## src/rtl/otp_access_sequencer.sv

```systemverilog
`default_nettype none
// ============================================================================
// otp_access_sequencer : boot autoload of all OTP columns into a shadow, then
// one host read or program-with-verify (bounded retries) at a time.
// Revision 1.0
// ============================================================================
module otp_access_sequencer #(
  parameter int A         = 2,
  parameter int B         = 2,
  parameter int MAX_RETRY = 3,
  localparam int COL_W    = (B > 1) ? $clog2(B) : 1,
  localparam int RW       = $clog2(MAX_RETRY + 1)
) (
  input  logic             clk,
  input  logic             reset,
  input  logic             host_valid,
  output logic             host_ready,
  input  logic             host_write,
  input  logic [COL_W-1:0] host_column,
  input  logic [A-1:0]     host_wdata,
  output logic             rsp_valid,
  output logic [A-1:0]     rsp_rdata,
  output logic             rsp_error,
  output logic [RW-1:0]    rsp_retries,
  output logic             boot_done,
  output logic [A*B-1:0]   shadow,
  output logic             ctl_req,
  output logic [1:0]       ctl_mode,
  output logic [COL_W-1:0] ctl_column,
  output logic [A-1:0]     ctl_wdata,
  input  logic             ctl_done,
  input  logic [A-1:0]     ctl_rdata
);

  localparam logic [2:0] BOOT_RD = 3'd0;
  localparam logic [2:0] IDLE    = 3'd1;
  localparam logic [2:0] PRE_RD  = 3'd2;
  localparam logic [2:0] PROG    = 3'd3;
  localparam logic [2:0] VERIFY  = 3'd4;
  localparam logic [2:0] RESP    = 3'd5;

  localparam logic [1:0] MODE_IDLE = 2'b00;
  localparam logic [1:0] MODE_RD   = 2'b01;
  localparam logic [1:0] MODE_PG   = 2'b10;

  localparam logic [COL_W-1:0] LAST_COL  = COL_W'(B - 1);
  localparam logic [RW-1:0]    RETRY_MAX = RW'(MAX_RETRY);

  logic [2:0]       r_state;
  logic [COL_W-1:0] r_col;
  logic             r_boot_fin;
  logic             r_write;
  logic [A-1:0]     r_wdata;
  logic [A-1:0]     r_rd;
  logic [RW-1:0]    r_pulses;
  logic [A-1:0]     r_shadow [B];

  logic w_ctl_fire;
  logic w_oor;
  logic w_pre_ok;
  logic w_ver_ok;

  assign w_ctl_fire = ctl_req & ctl_done;
  assign w_pre_ok   = ((ctl_rdata & r_wdata) == r_wdata);
  assign w_ver_ok   = w_pre_ok;

  // When B fills the column index space no index can be out of range.
  generate
    if (B == (1 << COL_W)) begin : g_oor_pow2
      assign w_oor = 1'b0;
    end else begin : g_oor_cmp
      assign w_oor = (host_column >= COL_W'(B));
    end
  endgenerate

  // A controller op starts whenever the state needs one and ctl_req is low,
  // which naturally leaves one idle cycle after every completion.
  always_ff @(posedge clk) begin
    if (reset) begin
      r_state     <= BOOT_RD;
      r_col       <= '0;
      r_boot_fin  <= 1'b0;
      r_write     <= 1'b0;
      r_wdata     <= '0;
      r_rd        <= '0;
      r_pulses    <= '0;
      host_ready  <= 1'b0;
      boot_done   <= 1'b0;
      rsp_valid   <= 1'b0;
      rsp_rdata   <= '0;
      rsp_error   <= 1'b0;
      rsp_retries <= '0;
      ctl_req     <= 1'b0;
      ctl_mode    <= MODE_IDLE;
      ctl_column  <= '0;
      ctl_wdata   <= '0;
    end else begin
      rsp_valid <= 1'b0;
      if (w_ctl_fire) begin
        ctl_req   <= 1'b0;
        ctl_mode  <= MODE_IDLE;
        ctl_wdata <= '0;
      end
      case (r_state)
        BOOT_RD: begin
          if (w_ctl_fire) begin
            if (r_col == LAST_COL) r_boot_fin <= 1'b1;
            else                   r_col      <= r_col + 1'b1;
          end else if (!ctl_req) begin
            if (r_boot_fin) begin
              boot_done  <= 1'b1;
              host_ready <= 1'b1;
              r_state    <= IDLE;
            end else begin
              ctl_req    <= 1'b1;
              ctl_mode   <= MODE_RD;
              ctl_column <= r_col;
            end
          end
        end
        IDLE: begin
          if (host_valid && host_ready) begin
            host_ready <= 1'b0;
            r_col      <= host_column;
            r_write    <= host_write;
            r_wdata    <= host_wdata;
            r_pulses   <= '0;
            if (w_oor) begin
              rsp_valid   <= 1'b1;
              rsp_error   <= 1'b1;
              rsp_rdata   <= '0;
              rsp_retries <= '0;
              r_state     <= RESP;
            end else begin
              ctl_req    <= 1'b1;
              ctl_mode   <= MODE_RD;
              ctl_column <= host_column;
              r_state    <= PRE_RD;
            end
          end
        end
        PRE_RD: begin
          if (w_ctl_fire) begin
            r_rd <= ctl_rdata;
            if (!r_write || w_pre_ok) begin
              rsp_valid   <= 1'b1;
              rsp_error   <= 1'b0;
              rsp_rdata   <= ctl_rdata;
              rsp_retries <= r_pulses;
              r_state     <= RESP;
            end else begin
              r_state <= PROG;
            end
          end
        end
        PROG: begin
          if (w_ctl_fire) begin
            r_state <= VERIFY;
          end else if (!ctl_req) begin
            // Only burn bits still reading 0; already-set bits are never pulsed.
            ctl_req    <= 1'b1;
            ctl_mode   <= MODE_PG;
            ctl_column <= r_col;
            ctl_wdata  <= r_wdata & ~r_rd;
            r_pulses   <= r_pulses + 1'b1;
          end
        end
        VERIFY: begin
          if (w_ctl_fire) begin
            r_rd <= ctl_rdata;
            if (w_ver_ok || (r_pulses >= RETRY_MAX)) begin
              rsp_valid   <= 1'b1;
              rsp_error   <= ~w_ver_ok;
              rsp_rdata   <= ctl_rdata;
              rsp_retries <= r_pulses;
              r_state     <= RESP;
            end else begin
              r_state <= PROG;
            end
          end else if (!ctl_req) begin
            ctl_req    <= 1'b1;
            ctl_mode   <= MODE_RD;
            ctl_column <= r_col;
          end
        end
        RESP: begin
          host_ready <= 1'b1;
          r_state    <= IDLE;
        end
        default: r_state <= BOOT_RD;
      endcase
    end
  end

  // Every completed array read refreshes the shadow copy of that column.
  always_ff @(posedge clk) begin
    if (reset) begin
      for (int c = 0; c < B; c++) r_shadow[c] <= '0;
    end else if (w_ctl_fire && (ctl_mode == MODE_RD)) begin
      for (int c = 0; c < B; c++) begin
        if (ctl_column == COL_W'(c)) r_shadow[c] <= ctl_rdata;
      end
    end
  end

  generate
    for (genvar g = 0; g < B; g++) begin : g_shadow
      assign shadow[g*A +: A] = r_shadow[g];
    end
  endgenerate

endmodule
`default_nettype wire

```

## config.mk

```make
export PLATFORM = sky130hd
export DESIGN_NAME = otp_access_sequencer
export DESIGN_NICKNAME = d
export VERILOG_FILES = /design/src/rtl/otp_access_sequencer.sv
export SDC_FILE = /design/constraint.sdc
export NUM_CORES = 1
export LEC_CHECK = 0
export BUFFER_PORTS_ARGS = -buffer_cell sky130_fd_sc_hd__buf_2
export CAP_MARGIN = 10
export CORE_MARGIN = 2
export CORE_UTILIZATION = 45
export DETAILED_ROUTE_END_ITERATION = 10
export PLACE_DENSITY = 0.78
export SKIP_LAST_GASP = 1
export SYNTH_ARGS = -nofsm -noshare
export SYNTH_HDL_FRONTEND = slang
export SYNTH_SLANG_ARGS = --single-unit
```

## constraint.sdc

```tcl
create_clock -name clk -period 1.6 [get_ports clk]
set_input_delay 0.32 -clock clk [delete_from_list [all_inputs] [get_ports clk]]
set_output_delay 0.32 -clock clk [all_outputs]
set_load 0.02 [all_outputs]
```

Yosys cells after proc, flatten, opt, wreduce, memory -nomap -nowiden:

Memories as Yosys holds them, arrays and structs flattened.
Cells that the tools add are included.

* flip-flop bits (word level): 26
* bits in writable memories: 4
* output and inout bits: 18
* memories kept: 1

* add/sub/neg operators: 2
* $lt $le $gt $ge: 1
* equality and inequality tests: 22
* multiplexer cells: 83
* bitwise logic cells: 9
* reduce and logical (&&, ||, !) cells: 23

Memories
* r_shadow: words 2, bits a word 2, rd ports 2, clocked after memory_dff 0, wr ports 2, line 56 `logic [A-1:0] r_shadow [B];`

Operator list (number)
* two-way mux 2 bit: 26
* two-way mux 1 bit: 37
* != test 2 bit, second input constant: 15
* two-way mux 3 bit: 9
* one-hot mux 3 bit (6 select lines): 1
* AND reduction 7 bit: 2
* one-hot mux 2 bit (2 select lines): 3
* AND reduction 5 bit: 2
* one-hot mux 1 bit (3 select lines): 3
* one-hot mux 2 bit (4 select lines): 1
* AND reduction 4 bit: 2
* equality test 3 x 2 -> 1 bit, second input constant: 2
* equality test 3 bit, second input constant: 2
* one-hot mux 1 bit (2 select lines): 3
* AND reduction 3 bit: 2
* nonzero test 2 bit: 3
* nonzero test 3 bit: 2
* bitwise AND 2 bit: 2
* AND reduction 2 bit: 2
* OR reduction 2 bit: 2
* equality test 3 x 1 -> 1 bit, second input constant: 1
* zero test 3 bit: 1
* NOT 1 bit: 3
* adder 2 x 1 -> 2 bit, second input constant: 1
* other kinds (10): 13

Logic depth before layout (Yosys ltp):

Gate-level depths: netlist (run 1).

* depth in word-level cells: 6
* depth in mapped cells: 5

Worst setup path after synthesis (run 1):

No wires, ideal clock.

* kind: reg-to-reg
* from: reg ctl_req
* to: reg rsp_rdata[0]
* arrival time: 1.435 ns
* required time: 1.468 ns
* setup slack: 0.033 ns
* stages on the path, launching flop included: 6
* period minus slack after synthesis: 1.567 ns
* cells stage by stage: dfxtp_1 -> nand2_1 -> or3_1 -> buf_2 -> o21ai_0 -> a21oi_1

* cells in the longest elaborated chain, start to end: 3
* elaborated cells between the ends (all ways): 4
* classes of those cells: eq/ne (2); bitwise (1); reduce/logical (1)

RTL lines
* start: declaration: line 27 `output logic ctl_req,`
* start signal: assignment: line 93 `ctl_req <= 1'b0;`
* start signal: assignment: line 100 `ctl_req <= 1'b0;`
* start signal: assignment: line 115 `ctl_req <= 1'b1;`
* bitwise AND 1 bit (*): line 63 `assign w_ctl_fire = ctl_req & ctl_done;`
* != test 2 bit (no source line)
* AND reduction 5 bit (no source line) (*)
* end signal: assignment: line 148 `rsp_rdata <= ctl_rdata;`
* end signal: assignment: line 174 `rsp_rdata <= ctl_rdata;`
* end: declaration: line 22 `output logic [A-1:0] rsp_rdata,`

Every way passes the cells marked *; elsewhere a longest branch is shown, timed or not.
A chain may end at the register's enable or synchronous reset.

Worst setup path in the final report (run 1):

* from: reg r_state[1]
* to: reg ctl_column

* cells in the longest elaborated chain, start to end: 4
* elaborated cells between the ends (all ways): 14
* classes of those cells: eq/ne (9); mux (1); reduce/logical (4)

RTL lines
* start: declaration: line 49 `logic [2:0] r_state;`
* start signal: assignment: line 80 `r_state <= BOOT_RD;`
* start signal: assignment: line 113 `r_state <= IDLE;`
* start signal: assignment: line 133 `r_state <= RESP;`
* equality test 3 bit / equality test 3 x 2 -> 1 bit (equally long branches): line 104 `case (r_state)`
* OR reduction 2 bit (no source line)
* != test 2 bit (no source line) / nonzero test 3 bit (equally long branches)
* AND reduction 7 bit (no source line)
* end signal: assignment: line 117 `ctl_column <= r_col;`
* end signal: assignment: line 137 `ctl_column <= host_column;`
* end signal: assignment: line 163 `ctl_column <= r_col;`
* end: declaration: line 29 `output logic [COL_W-1:0] ctl_column,`

Several ways; a longest one is shown, not always the timed one.

==> impl_metrics.py, run 1 <==
metrics = {
    "worst_setup_path": {
        "end_kind": "flip-flop",
        "cp_slowest_stage_delay_ns": 0.38,
        "crit_arrival_ns": 1.71,
        "path_max_fanout": 10,
        "path_class": "reg2reg",
        "critical_path_buf_inv_count": 1,
        "crit_family": "simple AND/OR/NAND/NOR gates",
        "startpoint_type": "flip-flop",
        "rr_worst_depth": 5,
        "cp-startpoint": "r_state[1]",
        "r2r_slack_ns": 0.12,
        "critPathRequiredTime_ns": 1.82,
        "r2r-start": "r_state[1]",
        "r2r_end": "ctl_column",
        "cp_slowest_cell": "dfxtp_2",
        "path_cells": "buf_4 > nor3_1 > nand2_1 > a221oi_1 > a311oi_1",
    },
    "synthesis": {
        "synth_cell_types": 48,
        "syn_nets": 190,
        "synth-seq-cells": 30,
        "synth_edf_count": 4,
        "synth-main-ff-cell": "dfxtp_1",
        "yosysWarnings": 0,
        "synth_area_leader_cell": "dfxtp_1",
        "seq_area_frac_synth_pct": 41.5,
        "avgSynthCellArea_um2": 8.63,
        "synthesis.instances": 179,
        "netlist_top_cells_area": "dfxtp_1 34%, edfxtp_1 7.8%, a21oi_1 5.5%",
        "async_flop_share_pct": 0,
        "synth_top_area_share_pct": 33.7,
        "syn-cell-area_um2": 1540,
    },
    "timing": {
        "worst_pin_slew_ns": 0.422,
        "slew-limit-headroom_pct": 71.6,
        "rsz0062_at_grt": "true",
        "fin_crit_sh_pct": 92.6,
        "hold-worst-slack_ns": 0.213,
        "worst_slack_ns": 0.118,
        "setup_viol": 0,
        "fin_skew_ns": 0.0147,
        "drv_slew": 0,
        "hold_viol_final": 0,
        "fin_tns_setup_ns": 0,
        "layout_min_cycle_time_ns": 1.48,
        "max_freq_ghz": 0.675,
    },
    "global_route": {
        "grt_usage_pct": 20.4,
        "grt_max_degree": 21,
        "grt_pass1_wl_um": 6350,
        "grt_overflow": 0,
        "antenna_found_initial": 0,
        "grt_pass1_vias": 1387,
    },
    "routing": {
        "wirelength_um": 3720,
        "drc": 0,
        "wire_per_inst_um": 13.9,
        "drt-initial-drc-count": 89,
        "post_drt_via_cell_ratio": 5.60,
        "dr_total_vias": 1494,
        "drt_first_pass_iters": 4,
        "ant_nets": 0,
    },
    "cells_and_area": {
        "area_delta_synth_final_pct": 21.5,
        "nets": 231,
        "n_fill_cell": 314,
        "drive_gt1_share_pct": 25.8,
        "layout_common_cells": "27 x buf_2, 23 x dfxtp_1, 17 x a21oi_1, 17 x buf_4",
        "antenna_cells": 0,
        "final_common_cell": "buf_2",
    },
    "floorplanning": {
        "fp.dieArea_um2": 3920,
        "start_util_pct": 46.6,
        "die_w_um": 62.6,
        "die_h_um": 62.6,
        "core_um2": 3310,
        "rows": 21,
        "num_io_pins": 28,
    },
    "clock_network": {
        "insertion_delay_ns": 0.33,
        "clkTransAtPathRegs_ns": 0.10,
        "cts.htree.levels": 2,
        "cts.sinks": 30,
        "postCtsHoldBufs": 0,
        "cts_setup_buffers": 0,
        "cts_tree": "done",
        "cts_max_path_buffers": 2,
        "cts-root-buf": "clkbuf_4",
        "cts_made_buffers": 5,
    },
    "power_and_ir_drop": {
        "power_density_nw_per_um2": 746,
        "power_uw": 1400,
        "ir_drop_mv": 0.341,
        "p_leak_uw": 0.000771,
    },
    "outcome": {
        "status": "finished clean",
    },
    "place": {
        "pre_cts_slack_ns": 0.0779,
        "place_congestion": 0.876,
        "port_buffers": 27,
        "detailed_place_hpwl_um": 2640,
    },
    "worst_hold_path": {
        "hold_end": "ctl_column",
        "whs_path_depth": 2,
        "min-delay-start": "reset",
        "min_path_type": "in2reg",
    },
    "run": {
        "cap_violations": 0,
    },
}
state kept, by name, indices dropped and copies added, names as in the netlist:
| name | flops |
|---|---|
| r_shadow | 4 |
| r_state | 3 |
| ctl_mode | 2 |
| ctl_wdata | 2 |
| r_pulses | 2 |
| r_rd | 2 |
| r_wdata | 2 |
| rsp_rdata | 2 |
| rsp_retries | 2 |
| boot_done | 1 |
| ctl_column | 1 |
| ctl_req | 1 |
| host_ready | 1 |
| r_boot_fin | 1 |
| r_col | 1 |
| r_write | 1 |
| rsp_error | 1 |
| rsp_valid | 1 |
repair_timing:
item,in CTS,in global routing
endpoints found under the setup margin,0,18
gates resized for setup,0,5
hold endpoints to repair,0,0
cells in the mapped netlist (3+ instances only):
cell and instances:
nor3_1 5, clkbuf_1 4, buf_2 4, nor2_1 17, nand3b_1 4, edfxtp_1 4, o21ai_0 16, nor2b_1 6
a22oi_1 3, inv_1 3, dfxtp_1 26, nand2_1 10, mux2i_1 6, and2_1 5, nand2b_1 3, a21oi_1 17
nand3_1 5
layout make-up:
class	count	area, um^2	share of cell area, %
Sequential cell	30	644	34.4
Timing Repair Buffer	44	263	14.0
Clock inverter	2	8.76	0.467
Inverter	3	11.3	0.600
Tap cell	46	57.6	3.07
Multi-Input combinational cell	136	850	45.3
Clock buffer	6	41.3	2.20
worst max path at each step:
stage / endpoint / slack (ns) / cells past startpoint
final: ctl_column / 0.12 / 5
after global routing: ctl_column / -0.03 / 5
after CTS: r_state[2] / 0.03 / 5
after detailed placement: r_state[2] / 0.08 / 5
after global placement: r_state[2] / 0.03 / 5
after floorplan: rsp_rdata[0] / 0.03 / 5
through the flow:
step                instances  cell area, um^2  utilization (%)
CTS                       267             1860             56.3
finish                    267             1880             56.7
global placement          259             1810             54.8
floorplan                 179             1540                -
detailed placement        259             1810             54.8
global route              267             1880             56.7
layer usage:
metal / wire [um] / track usage, % / vias up / share of wire (%)
met3: 204 / 6.31 / 6 / 5.5
met5: 0 / 0 / - / 0
met2: 1750 / 30.5 / 52 / 47
li1: - / - / 741 / -
met4: 63 / 8.89 / 0 / 1.7
met1: 1700 / 27.2 / 695 / 46
logic make-up after synthesis:
group                    after synthesis  share of synthesized area (%)
AND/OR/NAND/NOR                       67                           23.7
AO/OA/AOI/OAI                         60                           25.0
flip-flops                            30                           41.5
buffers and inverters                 13                           3.97
multiplexers                           6                           3.89
XOR/XNOR                               2                           1.13
adder cells (fa/ha/maj)                1                          0.810
power by group:
group | internal [uW] | switching (uW) | total, uW
Sequential | 782 | 17.7 | 800
Clock | 165 | 264 | 429
Combinational | 67.3 | 103 | 171
Total | 1010 | 385 | 1400
Power figures use the tool's default switching activity.
==> inputs of run 2 (changes only) <==
Settings changed: PLACE_DENSITY 0.78 to 0.8.
Clock period 1.6 ns to 1.2 ns, I/O delays scaled along.
==> impl_metrics.py, run 2 (synthesis gave the netlist of run 1 again) <==
metrics = {
    "run": {
        "cap_violations": 0,
    },
    "place": {
        "detailed_place_hpwl_um": 2930,
        "place_area_um2": 2070,
        "pre_cts_slack_ns": -0.171,
        "place_congestion": 0.846,
        "port_buffers": 27,
    },
    "routing": {
        "drc": 0,
        "wirelength_um": 4190,
        "post_drt_via_cell_ratio": 5.52,
        "wire_per_inst_um": 14.0,
        "drt_first_pass_iters": 4,
        "drt-initial-drc-count": 64,
        "dr_total_vias": 1650,
        "ant_nets": 0,
    },
    "clock_network": {
        "cts_max_path_buffers": 2,
        "cts.htree.levels": 2,
        "clkTransAtPathRegs_ns": 0.09,
        "postCtsHoldBufs": 0,
        "cts.sinks": 30,
        "insertion_delay_ns": 0.34,
        "cts_tree": "done",
        "cts_made_buffers": 5,
        "cts-root-buf": "clkbuf_4",
    },
    "power_and_ir_drop": {
        "power_frac_seq_pct": 53.2,
        "switchingPower_uw": 538,
        "swShare_pct": 26.8,
        "combPwrFrac_pct": 15.0,
        "p_leak_uw": 0.000999,
        "ir_drop_mv": 0.523,
        "clkPwrFrac_pct": 31.8,
        "power_density_nw_per_um2": 878,
        "p_int_uw": 1470,
    },
    "timing": {
        "drv_slew": 0,
        "hold_viol_final": 0,
        "setup_viol": 33,
        "layout_min_cycle_time_ns": 1.37,
        "max_freq_ghz": 0.728,
        "worst_slack_ns": -0.173,
        "slew-limit-headroom_pct": 75.9,
        "fin_crit_sh_pct": 114,
        "rsz0062_at_grt": "true",
        "fin_skew_ns": 0.00651,
        "worst_pin_slew_ns": 0.359,
    },
    "cells_and_area": {
        "drive_gt1_share_pct": 45.5,
        "final_area_um2": 2280,
        "final_common_cell": "buf_4",
        "area_delta_synth_final_pct": 47.9,
        "n_fill_cell": 269,
        "layout_common_cells": "44 x buf_4, 26 x buf_2, 20 x dfxtp_1",
        "antenna_cells": 0,
        "reg_top3": "r_shadow: 4 flops, r_state: 3 flops",
        "largest_register": "r_shadow",
        "nets": 263,
        "largest_reg_flops": 4,
    },
    "outcome": {
        "status": "finished with violations",
        "failed_checks": "negative setup slack",
    },
    "worst_setup_path": {
        "cp_slowest_stage_delay_ns": 0.39,
        "end_kind": "flip-flop",
        "critical_path_buf_inv_count": 1,
        "cp_slowest_cell": "dfxtp_4",
        "startpoint_type": "flip-flop",
        "crit_family": "flip-flops",
        "critPathRequiredTime_ns": 1.44,
        "crit_arrival_ns": 1.61,
        "path_class": "reg2reg",
        "path_max_fanout": 7,
        "path_cells": "buf_6 > nor2_2 > nand3b_1 > o211a_1 > a32o_1",
    },
    "global_route": {
        "grt_pass1_wl_um": 7040,
        "antenna_found_initial": 0,
        "grt_max_degree": 12,
        "grtUsageMet3_pct": 5.77,
        "met2_usage_pct": 36.4,
        "grt_usage_pct": 22.7,
        "grt_util_met1_pct": 28.6,
        "grt.busiest_layer": "met2",
        "grt_pass1_vias": 1561,
        "grt_overflow": 0,
    },
    "worst_hold_path": {
        "min_path_type": "in2reg",
    },
    "floorplanning": {
        "rows": 21,
        "die_h_um": 62.6,
        "die_w_um": 62.6,
        "start_util_pct": 46.6,
        "core_um2": 3310,
        "fp.dieArea_um2": 3920,
        "num_io_pins": 28,
    },
}
==> run 2: path summary, 6_finish.rpt <==
kind	startpoint	to	slack (ns)	depth (start not counted)
setup / recovery	r_state[1]	r_state[2]	-0.17	5
hold / removal	host_write	r_write	0.13	3
setup reg to reg	r_state[1]	r_state[2]	-0.17	5
hold reg to reg	rsp_retries[0]	rsp_retries[0]	0.46	2
==> run 2: per-stage QoR <==
step                util, %  power [uW]  TNS, ns  hold WS (ns)  cells
detailed placement     62.7        1360    -3.06         0.457    285
CTS                    66.8        2010    -1.94         0.126    296
global route           69.0        2100    -5.56         0.129    299
finish                 69.0        2010    -3.34         0.132    299
floorplan                 -        1230    -1.35         0.312    179
global placement       62.7        1360    -2.71         0.453    285
==> run 2: routing by layer <==
layer	share of wire, %	wire length, um
met4	2.0	84
met1	44	1850
met2	47	1990
met3	6.3	264
met5	0	0
==> run 2: repair_timing <==
item | CTS | global route
buffers inserted | 3 | 3
pin swaps | 2 | 11
setup endpoints to repair | 32 | 34
resized for setup | 17 | 14
endpoints found under the hold margin | 0 | 0
==> run 2: layout make-up <==
type / count / area (um^2) / share of cell area, %
Clock buffer: 7 / 55.1 / 2.41
Clock inverter: 1 / 5.00 / 0.219
Inverter: 3 / 11.3 / 0.493
Multi-Input combinational cell: 136 / 960 / 42.0
Sequential cell: 30 / 658 / 28.8
Tap cell: 46 / 57.6 / 2.52
Timing Repair Buffer: 76 / 537 / 23.5
==> run 2: worst min-delay path, cell delays in order <==
cell and delay, ns:
buf_2 0.07, mux2i_1 0.05, nor2_1 0.07
==> run 2: power by group through the flow <==
stage,Clock (uW),Combinational [uW],Sequential [uW]
2_1_floorplan,0,117,1110
3_3_place_gp,0,267,1090
3_5_place_dp,0,269,1090
4_1_cts,656,285,1070
5_1_grt,702,330,1070
6_report,639,300,1070
==> inputs of run 3 (changes only) <==
Settings changed: ABC_AREA set to 1, ABC_CLOCK_PERIOD_IN_PS set to 1200, CTS_CLUSTER_SIZE set to 25.
==> impl_metrics.py, run 3 <==
metrics = {
    "routing": {
        "drt-initial-drc-count": 85,
        "ant_nets": 0,
        "wire_per_inst_um": 13.6,
        "drt_first_pass_iters": 4,
        "dr_total_vias": 1730,
        "drc": 0,
        "post_drt_via_cell_ratio": 5.23,
        "wirelength_um": 4520,
    },
    "place": {
        "port_buffers": 27,
        "detailed_place_hpwl_um": 2930,
        "numPlacedInstances": 318,
        "place_congestion": 0.995,
        "place_area_um2": 1890,
    },
    "power_and_ir_drop": {
        "ir_drop_mv": 1.10,
        "p_leak_uw": 0.00105,
        "power_density_nw_per_um2": 1660,
    },
    "worst_setup_path": {
        "startpoint_type": "flip-flop",
        "cp_slowest_cell": "dfxtp_4",
        "crit_family": "simple AND/OR/NAND/NOR gates",
        "r2r-start": "r_state[0]",
        "rr_worst_depth": 8,
        "critical_path_buf_inv_count": 2,
        "path_max_fanout": 7,
        "path_cells": "inv_1 > nand2_4 > nand2_2 > inv_1 > nor2_1 > nand3_1 > nor2_1 > nor2_1",
        "cp_slowest_stage_delay_ns": 0.40,
        "end_kind": "flip-flop",
        "r2r_end": "ctl_column",
        "critPathRequiredTime_ns": 1.44,
        "crit_arrival_ns": 1.53,
        "crit_top_cell": "nor2_1",
        "r2r_slack_ns": -0.09,
        "path_class": "reg2reg",
    },
    "floorplanning": {
        "start_util_pct": 46.2,
        "die_h_um": 62.1,
        "core_um2": 3280,
        "num_io_pins": 28,
        "fp.dieArea_um2": 3860,
        "die_w_um": 62.1,
        "rows": 21,
    },
    "clock_network": {
        "cts_tree": "done",
        "cts-root-buf": "clkbuf_4",
        "insertion_delay_ns": 0.33,
        "cts_max_path_buffers": 2,
        "clkTransAtPathRegs_ns": 0.09,
        "cts.sinks": 30,
        "cts_made_buffers": 5,
        "cts.htree.levels": 2,
        "postCtsHoldBufs": 0,
    },
    "timing": {
        "drv_slew": 0,
        "fin_tns_setup_ns": -0.950,
        "worst_slack_ns": -0.0892,
        "rsz0062_at_grt": "true",
        "layout_min_cycle_time_ns": 1.29,
        "slew-limit-headroom_pct": 79.4,
        "fin_skew_ns": 0.00457,
        "hold-worst-slack_ns": 0.130,
        "worst_pin_slew_ns": 0.307,
        "setup_viol": 17,
        "hold_viol_final": 0,
        "max_freq_ghz": 0.776,
        "fin_crit_sh_pct": 107,
    },
    "global_route": {
        "antenna_found_initial": 0,
        "grt_pass1_wl_um": 6710,
        "grt_pass1_vias": 1540,
        "grt_overflow": 0,
        "grt_max_degree": 24,
        "grt_usage_pct": 21.8,
    },
    "synthesis": {
        "synth_area_leader_cell": "dfxtp_1",
        "yosysMostFrequentCell": "nand2_1",
        "async_flop_share_pct": 0,
        "yosysWarnings": 0,
        "ys_top_cells_by_count": "61 x nand2_1, 39 x nor2_1, 26 x dfxtp_1, 17 x inv_1, 16 x nand3_1",
        "synth_top_area_share_pct": 34.3,
        "synth_edf_count": 4,
        "avgSynthCellArea_um2": 6.78,
        "synth-seq-cells": 30,
        "syn_nets": 235,
        "netlist_top_cells_area": "dfxtp_1 34%, nand2_1 15%, nor2_1 9.6%",
        "synth-main-ff-cell": "dfxtp_1",
        "seq_area_frac_synth_pct": 42.2,
        "synth_cell_types": 26,
        "synthesis.instances": 224,
        "syn-cell-area_um2": 1520,
    },
    "cells_and_area": {
        "layout_common_cells": "48 x nand2_1, 33 x nor2_1, 27 x buf_4",
        "final_common_cell": "nand2_1",
        "reg_top3": "r_shadow: 4 flops, r_state: 3 flops",
        "nets": 295,
        "drive_gt1_share_pct": 41.8,
        "n_fill_cell": 253,
        "largest_register": "r_shadow",
        "largest_reg_flops": 4,
        "fin_cells": 331,
        "area_delta_synth_final_pct": 45.6,
        "final_area_um2": 2210,
        "antenna_cells": 0,
        "post-route-util_pct": 67.4,
    },
    "outcome": {
        "failed_checks": "negative setup slack",
        "status": "finished with violations",
    },
    "worst_hold_path": {
        "min_path_type": "in2reg",
        "hold_end": "r_wdata[0]",
        "whs_path_depth": 3,
        "min-delay-start": "host_wdata[0]",
    },
    "run": {
        "cap_violations": 0,
    },
}
## run 3: area by class of cell
type / count / area (um^2) / area share (%)
clock buffer: 6 / 41.3 / 1.87
clock inverter: 2 / 8.76 / 0.396
inverter: 24 / 105 / 4.75
multi-input combinational: 166 / 956 / 43.2
sequential: 30 / 657 / 29.7
tap: 46 / 57.6 / 2.60
timing repair buffer: 57 / 387 / 17.5
## run 3: logic make-up (layout without fill, tap and decap cells)
family / count (synthesis) / count (layout) / synth area share, %
AOI/OAI and AO/OA: 30 / 30 / 10.7
adders and majority gates: 1 / 1 / 0.824
buffers and inverters: 28 / 89 / 7.66
DFF: 30 / 30 / 42.2
and+or+nand+nor: 135 / 135 / 38.6
## run 3: worst max-delay path by stage
stage	start	endpoint	slack [ns]	depth (start not counted)
after floorplan	r_state[0]	r_pulses[0]	-0.009	10
after global placement	r_state[0]	r_pulses[0]	-0.10	9
after detailed placement	r_state[0]	r_pulses[0]	-0.13	9
after CTS	r_state[2]	ctl_column	-0.06	8
after global routing	r_state[0]	r_pulses[0]	-0.15	9
final	r_state[0]	ctl_column	-0.09	8
## run 3: power by group
part	internal, uW	switching [uW]
clock network	219	346
logic	747	1050
registers	1170	145
total	2140	1540
## run 3: routing by layer
| metal | global-route usage, % | part of all wire, % |
|---|---|---|
| met1 | 26.7 | 40 |
| met2 | 37.4 | 49 |
| met3 | 6.16 | 8.2 |
| met4 | 6.39 | 3.0 |
| met5 | 0 | 0 |
## run 3: metrics by stage
| stage | setup slack [ns] | total power (uW) |
|---|---|---|
| after floorplan | -0.00928 | 2150 |
| final | -0.0892 | 3680 |
| after CTS | -0.0597 | 3390 |
| after global placement | -0.104 | 2690 |
| after detailed placement | -0.129 | 2710 |
| after global routing | -0.154 | 3910 |
## run 3: worst min-delay path: cells and delay by family
| kind | cells | cell delay (ns) |
|---|---|---|
| buffers and inverters | 1 | 0.07 |
| and+or+nand+nor | 2 | 0.11 |
## run 3: what timing repair did
action,in CTS,in global routing
gates resized for setup,22,46
pin swaps,5,19
endpoints found under the setup margin,24,33
buffers inserted,3,2
